<file path="config.mk">
export PLATFORM = sky130hd
export DESIGN_NAME = fifo_rd_ctrl_flat
export DESIGN_NICKNAME = d
export VERILOG_FILES = /design/src/rtl/fifo_rd_ctrl_pkg.sv /design/src/rtl/fifo_rd_ctrl_if.sv /design/src/rtl/fifo_rd_ctrl_sync.sv /design/src/rtl/fifo_rd_ctrl.sv /design/src/flat_wrapper.sv
export SDC_FILE = /design/constraint.sdc
export NUM_CORES = 1
export LEC_CHECK = 0
export CAP_MARGIN = 0
export CORE_ASPECT_RATIO = 0.6
export CORE_MARGIN = 5
export CORE_UTILIZATION = 50
export CTS_BUF_LIST = sky130_fd_sc_hd__clkbuf_2 sky130_fd_sc_hd__clkbuf_4 sky130_fd_sc_hd__clkbuf_8
export DETAILED_ROUTE_END_ITERATION = 7
export GPL_TIMING_DRIVEN = 1
export PLACE_DENSITY = 0.76
export SLEW_MARGIN = 5
export SYNTH_ARGS = -nofsm -noshare
export SYNTH_HDL_FRONTEND = slang
export SYNTH_SLANG_ARGS = --single-unit
export TNS_END_PERCENT = 100
</file>
<file path="constraint.sdc">
create_clock -name rd_clk -period 7.3 [get_ports rd_clk]
set_clock_uncertainty 0.1 [all_clocks]
set_input_delay 1.46 -clock rd_clk [delete_from_list [all_inputs] [get_ports rd_clk]]
set_output_delay 1.46 -clock rd_clk [all_outputs]
set_load 0.02 [all_outputs]
</file>
<file path="src/rtl/fifo_rd_ctrl_pkg.sv">
// Shared FIFO definitions: default geometry and the pointer code
// conversions used on both sides of the clock-domain crossing.
// Functions work on a 32-bit container; callers zero-extend their pointer
// in and truncate the result back to pointer width.
package fifo_rd_ctrl_pkg;

  localparam int unsigned DEF_ADDR_SIZE   = 4;
  localparam int unsigned DEF_SYNC_STAGES = 2;

  function automatic logic [31:0] bin2grey(input logic [31:0] b);
    return b ^ (b >> 1);
  endfunction

  // Zero upper bits in the container leave the conversion unaffected.
  function automatic logic [31:0] grey2bin(input logic [31:0] g);
    logic [31:0] b;
    b[31] = g[31];
    for (int unsigned i = 31; i > 0; i--) begin
      b[i-1] = b[i] ^ g[i-1];
    end
    return b;
  endfunction

endpackage

</file>
<file path="src/rtl/fifo_rd_ctrl_if.sv">
// Read-side FIFO control bus.
//   slave  : the read controller (takes request/write pointer, drives status)
//   master : the read-side user (drives request/threshold/clear)
// Signals: rd_en, wr_ptr_grey, aempty_thresh, underflow_clr (to controller);
//          empty, almost_empty, rd_fill, rd_valid, underflow,
//          rd_addr_grey, rd_addr_bin (from controller).
interface fifo_rd_ctrl_if
  import fifo_rd_ctrl_pkg::*;
#(
  parameter int unsigned ADDR_SIZE = DEF_ADDR_SIZE
);
  logic                 rd_en;
  logic [ADDR_SIZE:0]   wr_ptr_grey;
  logic [ADDR_SIZE:0]   aempty_thresh;
  logic                 underflow_clr;
  logic                 empty;
  logic                 almost_empty;
  logic [ADDR_SIZE:0]   rd_fill;
  logic                 rd_valid;
  logic                 underflow;
  logic [ADDR_SIZE:0]   rd_addr_grey;
  logic [ADDR_SIZE-1:0] rd_addr_bin;

  modport slave (
    input  rd_en, wr_ptr_grey, aempty_thresh, underflow_clr,
    output empty, almost_empty, rd_fill, rd_valid, underflow,
           rd_addr_grey, rd_addr_bin
  );

  modport master (
    output rd_en, wr_ptr_grey, aempty_thresh, underflow_clr,
    input  empty, almost_empty, rd_fill, rd_valid, underflow,
           rd_addr_grey, rd_addr_bin
  );
endinterface

</file>
<file path="src/rtl/fifo_rd_ctrl_sync.sv">
// ptr_sync: multi-flop synchroniser for a Gray-coded pointer.
//   i_clk   destination clock
//   i_rst_n asynchronous active-low reset (all stages to 0)
//   i_d     pointer from the foreign clock domain
//   o_q     last synchroniser stage
module ptr_sync
  import fifo_rd_ctrl_pkg::*;
#(
  parameter int unsigned WIDTH  = DEF_ADDR_SIZE + 1,
  parameter int unsigned STAGES = DEF_SYNC_STAGES
) (
  input  logic             i_clk,
  input  logic             i_rst_n,
  input  logic [WIDTH-1:0] i_d,
  output logic [WIDTH-1:0] o_q
);

  logic [WIDTH-1:0] r_sync [STAGES];

  always_ff @(posedge i_clk or negedge i_rst_n) begin
    if (!i_rst_n) begin
      for (int unsigned i = 0; i < STAGES; i++) begin
        r_sync[i] <= '0;
      end
    end else begin
      r_sync[0] <= i_d;
      for (int unsigned i = 1; i < STAGES; i++) begin
        r_sync[i] <= r_sync[i-1];
      end
    end
  end

  assign o_q = r_sync[STAGES-1];

endmodule

</file>
<file path="src/rtl/fifo_rd_ctrl.sv">
// Read-side controller of an asynchronous FIFO.
//   rd_clk  read-domain clock
//   rd_rst  asynchronous active-low reset
//   bus     fifo_rd_ctrl_if.slave: read request, unsynchronised Gray write
//           pointer, almost-empty threshold, underflow clear in; empty,
//           almost_empty, fill level, read-valid, sticky underflow, Gray
//           read pointer and binary RAM read address out.
module fifo_rd_ctrl
  import fifo_rd_ctrl_pkg::*;
#(
  parameter int unsigned ADDR_SIZE   = DEF_ADDR_SIZE,
  parameter int unsigned SYNC_STAGES = DEF_SYNC_STAGES
) (
  input  logic           rd_clk,
  input  logic           rd_rst,
  fifo_rd_ctrl_if.slave  bus
);

  localparam int unsigned PW = ADDR_SIZE + 1;

  logic [PW-1:0] w_wq;
  logic [PW-1:0] w_wr_bin;
  logic [PW-1:0] w_bin_next;
  logic [PW-1:0] w_grey_next;
  logic [PW-1:0] w_fill_next;
  logic          w_accept;

  logic [PW-1:0] r_bin;
  logic [PW-1:0] r_grey;
  logic [PW-1:0] r_fill;
  logic          r_empty;
  logic          r_aempty;
  logic          r_valid;
  logic          r_underflow;

  ptr_sync #(
    .WIDTH  (PW),
    .STAGES (SYNC_STAGES)
  ) u_wptr_sync (
    .i_clk   (rd_clk),
    .i_rst_n (rd_rst),
    .i_d     (bus.wr_ptr_grey),
    .o_q     (w_wq)
  );

  always_comb begin
    w_accept    = bus.rd_en & ~r_empty;
    w_bin_next  = r_bin + {{ADDR_SIZE{1'b0}}, w_accept};
    w_grey_next = PW'(bin2grey(32'(w_bin_next)));
    w_wr_bin    = PW'(grey2bin(32'(w_wq)));
    w_fill_next = w_wr_bin - w_bin_next;
  end

  // Status is computed from the post-increment pointer so that the read
  // which drains the FIFO raises empty on the same edge it advances.
  always_ff @(posedge rd_clk or negedge rd_rst) begin
    if (!rd_rst) begin
      r_bin       <= '0;
      r_grey      <= '0;
      r_fill      <= '0;
      r_empty     <= 1'b1;
      r_aempty    <= 1'b1;
      r_valid     <= 1'b0;
      r_underflow <= 1'b0;
    end else begin
      r_bin       <= w_bin_next;
      r_grey      <= w_grey_next;
      r_fill      <= w_fill_next;
      r_empty     <= (w_grey_next == w_wq);
      r_aempty    <= (w_fill_next <= bus.aempty_thresh);
      r_valid     <= w_accept;
      // A fresh underflow takes priority over a clear on the same edge.
      r_underflow <= (bus.rd_en & r_empty) | (r_underflow & ~bus.underflow_clr);
    end
  end

  assign bus.empty        = r_empty;
  assign bus.almost_empty = r_aempty;
  assign bus.rd_fill      = r_fill;
  assign bus.rd_valid     = r_valid;
  assign bus.underflow    = r_underflow;
  assign bus.rd_addr_grey = r_grey;
  assign bus.rd_addr_bin  = r_bin[ADDR_SIZE-1:0];

endmodule

</file>
<file path="src/flat_wrapper.sv">
// flat-port wrapper written by rule: the top's interface ports become plain ports
module fifo_rd_ctrl_flat import fifo_rd_ctrl_pkg::*;
#(
  parameter int unsigned ADDR_SIZE   = DEF_ADDR_SIZE,
  parameter int unsigned SYNC_STAGES = DEF_SYNC_STAGES
)
  (rd_clk, rd_rst, bus_rd_en, bus_wr_ptr_grey, bus_aempty_thresh, bus_underflow_clr, bus_empty, bus_almost_empty, bus_rd_fill, bus_rd_valid, bus_underflow, bus_rd_addr_grey, bus_rd_addr_bin);
  fifo_rd_ctrl_if #(.ADDR_SIZE(ADDR_SIZE)) bus_i ();
  input  logic rd_clk;
  input  logic rd_rst;
  input wire logic [$bits(bus_i.rd_en)-1:0] bus_rd_en;
  input wire logic [$bits(bus_i.wr_ptr_grey)-1:0] bus_wr_ptr_grey;
  input wire logic [$bits(bus_i.aempty_thresh)-1:0] bus_aempty_thresh;
  input wire logic [$bits(bus_i.underflow_clr)-1:0] bus_underflow_clr;
  output wire logic [$bits(bus_i.empty)-1:0] bus_empty;
  output wire logic [$bits(bus_i.almost_empty)-1:0] bus_almost_empty;
  output wire logic [$bits(bus_i.rd_fill)-1:0] bus_rd_fill;
  output wire logic [$bits(bus_i.rd_valid)-1:0] bus_rd_valid;
  output wire logic [$bits(bus_i.underflow)-1:0] bus_underflow;
  output wire logic [$bits(bus_i.rd_addr_grey)-1:0] bus_rd_addr_grey;
  output wire logic [$bits(bus_i.rd_addr_bin)-1:0] bus_rd_addr_bin;
  assign bus_i.rd_en = bus_rd_en;
  assign bus_i.wr_ptr_grey = bus_wr_ptr_grey;
  assign bus_i.aempty_thresh = bus_aempty_thresh;
  assign bus_i.underflow_clr = bus_underflow_clr;
  assign bus_empty = bus_i.empty;
  assign bus_almost_empty = bus_i.almost_empty;
  assign bus_rd_fill = bus_i.rd_fill;
  assign bus_rd_valid = bus_i.rd_valid;
  assign bus_underflow = bus_i.underflow;
  assign bus_rd_addr_grey = bus_i.rd_addr_grey;
  assign bus_rd_addr_bin = bus_i.rd_addr_bin;
  fifo_rd_ctrl #(.ADDR_SIZE(ADDR_SIZE), .SYNC_STAGES(SYNC_STAGES)) u_core (.rd_clk(rd_clk), .rd_rst(rd_rst), .bus(bus_i));
endmodule
</file>
* Word level (Yosys, flattened, before mapping)
Index checks and enable logic that the tools add are counted.
Storage, ports and cells: bits in registers 29, input bits 14, word-level logic and storage cells 24, output and inout bits 18
Operators by class: $lt $le $gt $ge 1, add/sub/neg operators 2, bitwise operators 11, eq/ne operators 1
Operators with widths (count):
- $add A5 B1 Y5 | 1
- $eq A5 B5 Y1 | 1
- $le A5 B5 Y1 | 1
- $sub A5 B5 Y5 | 1
- $xor A5 B4 Y5 | 1
- $xor A1 B1 Y1 | 4
- $and A1 B1 Y1 | 3
- $not A1 Y1 | 2
- $or A1 B1 Y1 | 1

* Longest topological paths before layout
word-level depth 6, mapped depth 13, depth with buffers taken out 13

* Hierarchy
Synthesis repeated with hierarchy kept, for this count alone.
Unflattened totals: cell total of the unflattened synthesis 115, area, all modules 1380.1 um^2
Modules (own cells, without submodules):
- fifo_rd_ctrl | area each 1092.3 um^2, seq. area each 452.9 um^2, cells an instance 100, instances 1
- ptr_sync | area each 287.8 um^2, seq. area each 250.2 um^2, cells an instance 15, instances 1

* Worst setup path before layout
Ideal clock, no wire load.
path type input-to-reg, start in bus_rd_en, end reg u_core.r_aempty (netlist: u_core.bus.almost_empty), path slack 3.453 ns, path buffers 1, setup time 0.077 ns, arrival 3.670 ns, stages 13, data required time 7.123 ns, cells stage by stage nor2b_1 ha_1 buf_2 xor2_2 inv_1 ha_1 a21o_1 a21oi_1 xnor2_1 ha_1 o21a_1 o21a_1 o22ai_1
Between the ends: longest elaborated chain between the ends 4
Ends and longest elaborated chain:
- start: declaration | RTL line flat_wrapper.sv:11 | input wire logic [$bits(bus_i.rd_en)-1:0] bus_rd_en;
- $and A1 B1 Y1 | RTL line fifo_rd_ctrl.sv:47 | w_accept = bus.rd_en & ~r_empty;
- $add A5 B1 Y5 | RTL line fifo_rd_ctrl.sv:48 | w_bin_next = r_bin + {{ADDR_SIZE{1'b0}}, w_accept};
- net u_core.w_bin_next[1] | RTL line fifo_rd_ctrl.sv:23 | logic [PW-1:0] w_bin_next;
- $sub A5 B5 Y5 | RTL line fifo_rd_ctrl.sv:51 | w_fill_next = w_wr_bin - w_bin_next;
- net u_core.w_fill_next[3] | RTL line fifo_rd_ctrl.sv:25 | logic [PW-1:0] w_fill_next;
- $le A5 B5 Y1 | RTL line fifo_rd_ctrl.sv:70 | r_aempty <= (w_fill_next <= bus.aempty_thresh);
- end signal: assignment | RTL line fifo_rd_ctrl.sv:70
- end: declaration | RTL line fifo_rd_ctrl.sv:32 | logic r_aempty;
The timed path passes the listed nets, and every way through them passes these cells.

* Worst setup path after layout
start in bus_rd_en, end reg u_core.r_aempty (netlist: u_core.bus.almost_empty)
Between the ends: longest elaborated chain between the ends 4
Ends and longest elaborated chain:
- $and A1 B1 Y1 | RTL line fifo_rd_ctrl.sv:47
- net u_core.w_accept | RTL line fifo_rd_ctrl.sv:26 | logic w_accept;
- $add A5 B1 Y5 | RTL line fifo_rd_ctrl.sv:48
- net u_core.w_bin_next[1] | RTL line fifo_rd_ctrl.sv:23
- $sub A5 B5 Y5 | RTL line fifo_rd_ctrl.sv:51
- net u_core.w_fill_next[3] | RTL line fifo_rd_ctrl.sv:25
- $le A5 B5 Y1 | RTL line fifo_rd_ctrl.sv:70
The timed path passes the listed nets, and every way through them passes these cells.

==> flow_metrics.env <==
export IMPL_status="completed"
export IMPL_grt_pass1_wl_um=4133
export IMPL_finalMaxSlewViolations=0
export IMPL_grt_total_usage_pct=13.55
export IMPL_grt_overflow=0
export IMPL_via_count=843
export IMPL_n_antenna_cell=0
export IMPL_drc=0
export IMPL_leakagePower_nw=0.7948
export IMPL_synth_top_cell_by_area="dfrtp_1"
export IMPL_start_util_pct=53.15
export IMPL_io_buffers=31
export IMPL_areaGrowthSynthToFinish_pct=29.56
export IMPL_reg2regPathDepth=13
export IMPL_rr_startpoint="u_core.u_wptr_sync.o_q[4]"
export IMPL_worst_skew_pair_late_latency_ns=0.27
export IMPL_cp_end_kind="register"
export IMPL_timing_setup_tns_ns=0
export IMPL_synth_nets=137
export IMPL_netlist_area_leader_share_pct=48.19
export IMPL_ys_ff_latch=28
export IMPL_first_iter_violations=56
export IMPL_powerDensity_nw_per_um2=538.4
export IMPL_drv_cap=0
export IMPL_io_pins=32
export IMPL_die_w_um=77.09
export IMPL_rsz0062_at_grt="false"
export IMPL_setup_slack_ns=2.793
export IMPL_reg2reg_setup_slack_ns=3.86
export IMPL_cts_buffers_inserted=3
export IMPL_required_ns=7.39
export IMPL_peakVddDrop_uv=246.6
export IMPL_coreArea_um2=2540
export IMPL_min_path_cells=0
export IMPL_synth_area_um2=1350
export IMPL_drive_gt1_share_pct=6.944
export IMPL_hpwl_um=1891
export IMPL_hold_worst_slack_ns=0.2557
export IMPL_avgViaCountPerCell=4.790
export IMPL_gp_congestion=0.8047
export IMPL_post_drt_wl_per_cell_um=13.97
export IMPL_rows=14
export IMPL_crit_type="in2reg"
export IMPL_setup_violations=0
export IMPL_cts_hold_fix_buffers=0
export IMPL_dieHeight_um=50.25
export IMPL_slew_headroom_pct=73.79
export IMPL_antenna_found_initial=0
export IMPL_nets=171
export IMPL_cp_max_fo=8
export IMPL_postCtsSetupRepairBufs=0
export IMPL_grt_pass1_vias=838
export IMPL_design_area_um2=1749
export IMPL_cts_max_level=1
export IMPL_syn_inst=111
export IMPL_dieArea_um2=3874
export IMPL_ys_types=28
export IMPL_synth_warnings=0
export IMPL_dr_pass1_iters=4
export IMPL_clock_sinks=28
export IMPL_critPathArrivalTime_ns=4.60
export IMPL_seq_area_frac_synth_pct=52.09
export IMPL_ctsResizeCount=0
export IMPL_hold_class="reg2reg"
export IMPL_min_period_ns=4.507
export IMPL_clk_pin_slew_worst_paths_ns=0.09
export IMPL_syn_area_per_cell_um2=12.16
export IMPL_cts_tree="done"
export IMPL_max_freq_ghz=0.2219
export IMPL_grt_max_degree=29
export IMPL_clock_path_buffers=2
export IMPL_place_ws_ns=2.590
export IMPL_dpl_cell_area_um2=1678
export IMPL_drtAntennaViolNets=0
export IMPL_period_share_pct=61.75
export IMPL_synthTopCellsByArea="dfrtp_1 (48%), ha_1 (10%), xnor2_1 (8.4%)"
export IMPL_clock_root_buffer="clkbuf_8"
export IMPL_min_from="u_core.u_wptr_sync.r_sync[6]"
export IMPL_hold_path_endpoint="u_core.u_wptr_sync.o_q[1]"
export IMPL_hold_viol=0
export IMPL_r2r_end="u_core.bus.almost_empty"
export IMPL_startpoint_type="primary input"
export IMPL_final_util_pct=68.87
export IMPL_routed_wl_um=2458
export IMPL_tightest_slew_ns=0.3918
## per-stage QoR
step / total power, mW / cells
2_1_floorplan: 0.6467 / 111
3_3_place_gp: 0.8050 / 172
3_5_place_dp: 0.8221 / 172
4_1_cts: 0.9508 / 176
5_1_grt: 1.012 / 176
6_report: 0.9417 / 176
## per-layer routing
layer | share of wire, % | global-route usage [%] | up-vias
met5 | 0 | 0 | -
met2 | 46 | 22.39 | 18
li1 | - | - | 417
met1 | 48 | 18.23 | 406
met3 | 5.6 | 4.286 | 2
met4 | 0.33 | 1.714 | 0
## Yosys cell counts
| cell type | instances |
|---|---|
| inv_1 | 15 |
| nor3b_1 | 1 |
| a21boi_0 | 1 |
| xor2_1 | 10 |
| dfstp_2 | 2 |
| nand3b_1 | 1 |
| o21a_1 | 3 |
| fa_1 | 1 |
| and3_2 | 1 |
| xor2_2 | 1 |
| nand2_1 | 3 |
| nor2b_1 | 2 |
| dfrtp_1 | 26 |
| nand4_1 | 1 |
| o22ai_1 | 1 |
| a21oi_1 | 4 |
| buf_12 | 1 |
| and4b_1 | 1 |
| nor4_2 | 1 |
| and4_1 | 1 |
| o21ai_0 | 2 |
| nand3_1 | 2 |
| buf_2 | 2 |
| ha_1 | 11 |
| xnor2_1 | 13 |
| a21o_1 | 2 |
| nand2b_1 | 1 |
| nor2_1 | 1 |
## area by class of cell
class / count / area, µm²
fill: 184 / 790.8
multi-input combinational: 65 / 560.5
timing repair buffer: 32 / 317.8
sequential: 28 / 703.2
clock inverter: 1 / 30.03
clock buffer: 3 / 41.29
inverter: 15 / 56.30
tap: 32 / 40.04
## how the worst max path moves through the flow
stage / end / start / depth (start not counted)
after global routing: u_core.bus.almost_empty / bus_rd_en / 13
after floorplan: u_core.bus.almost_empty / bus_rd_en / 13
after global placement: u_core.bus.almost_empty / bus_rd_en / 13
final: u_core.bus.almost_empty / bus_rd_en / 13
after CTS: u_core.bus.almost_empty / bus_rd_en / 13
after detailed placement: u_core.bus.almost_empty / bus_rd_en / 13
## logic make-up after synthesis
| group | count (synthesis) | synth area share (%) |
|---|---|---|
| AO/OA/AOI/OAI | 13 | 6.024 |
| XOR/XNOR | 24 | 16.13 |
| adder cells (fa/ha/maj) | 12 | 11.68 |
| buffers and inverters | 18 | 6.395 |
| flip-flops | 28 | 52.08 |
| AND/OR/NAND/NOR | 16 | 7.693 |
## worst max-delay path, stage by stage
cell and delay [ns]:
clkdlybuf4s50_1 0.48, nor2b_1 0.24, ha_1 0.41, xor2_2 0.35
inv_1 0.08, ha_1 0.29, a21o_1 0.16, a21oi_1 0.21
xnor2_1 0.18, ha_1 0.29, o21a_1 0.11, o21a_1 0.16
o22ai_1 0.17
## sequential cells by signal, indices dropped and copies added, names as in the netlist
signal / count
u_core.u_wptr_sync.r_sync: 5
u_core.u_wptr_sync.o_q: 5
u_core.bus.rd_valid: 1
u_core.bus.rd_addr_grey: 4
u_core.bus.underflow: 1
u_core.bus.rd_fill: 5
u_core.bus.almost_empty: 1
u_core.r_bin: 5
u_core.bus.empty: 1
## power breakdown
group	total, mW	leakage (nW)	internal, mW	switching (mW)
Sequential	0.260	0.327	0.217	0.0438
Clock	0.119	0.0357	0.0733	0.0460
Combinational	0.562	0.432	0.272	0.290
Total	0.942	0.795	0.562	0.380
## placed cells by master, fill, tap and decap left out, types with 2 or more instances in the layout
cell type        instances
a21o_1                   2
a21oi_1                  4
clkbuf_8                 3
clkdlybuf4s50_1         31
dfrtp_1                 26
dfstp_2                  2
ha_1                    11
inv_1                   15
nand2_1                  3
nand3_1                  2
nor2b_1                  2
o21a_1                   3
o21ai_0                  2
xnor2_1                 13
xor2_1                  10
No activity file was read; power rests on OpenSTA's default activity.
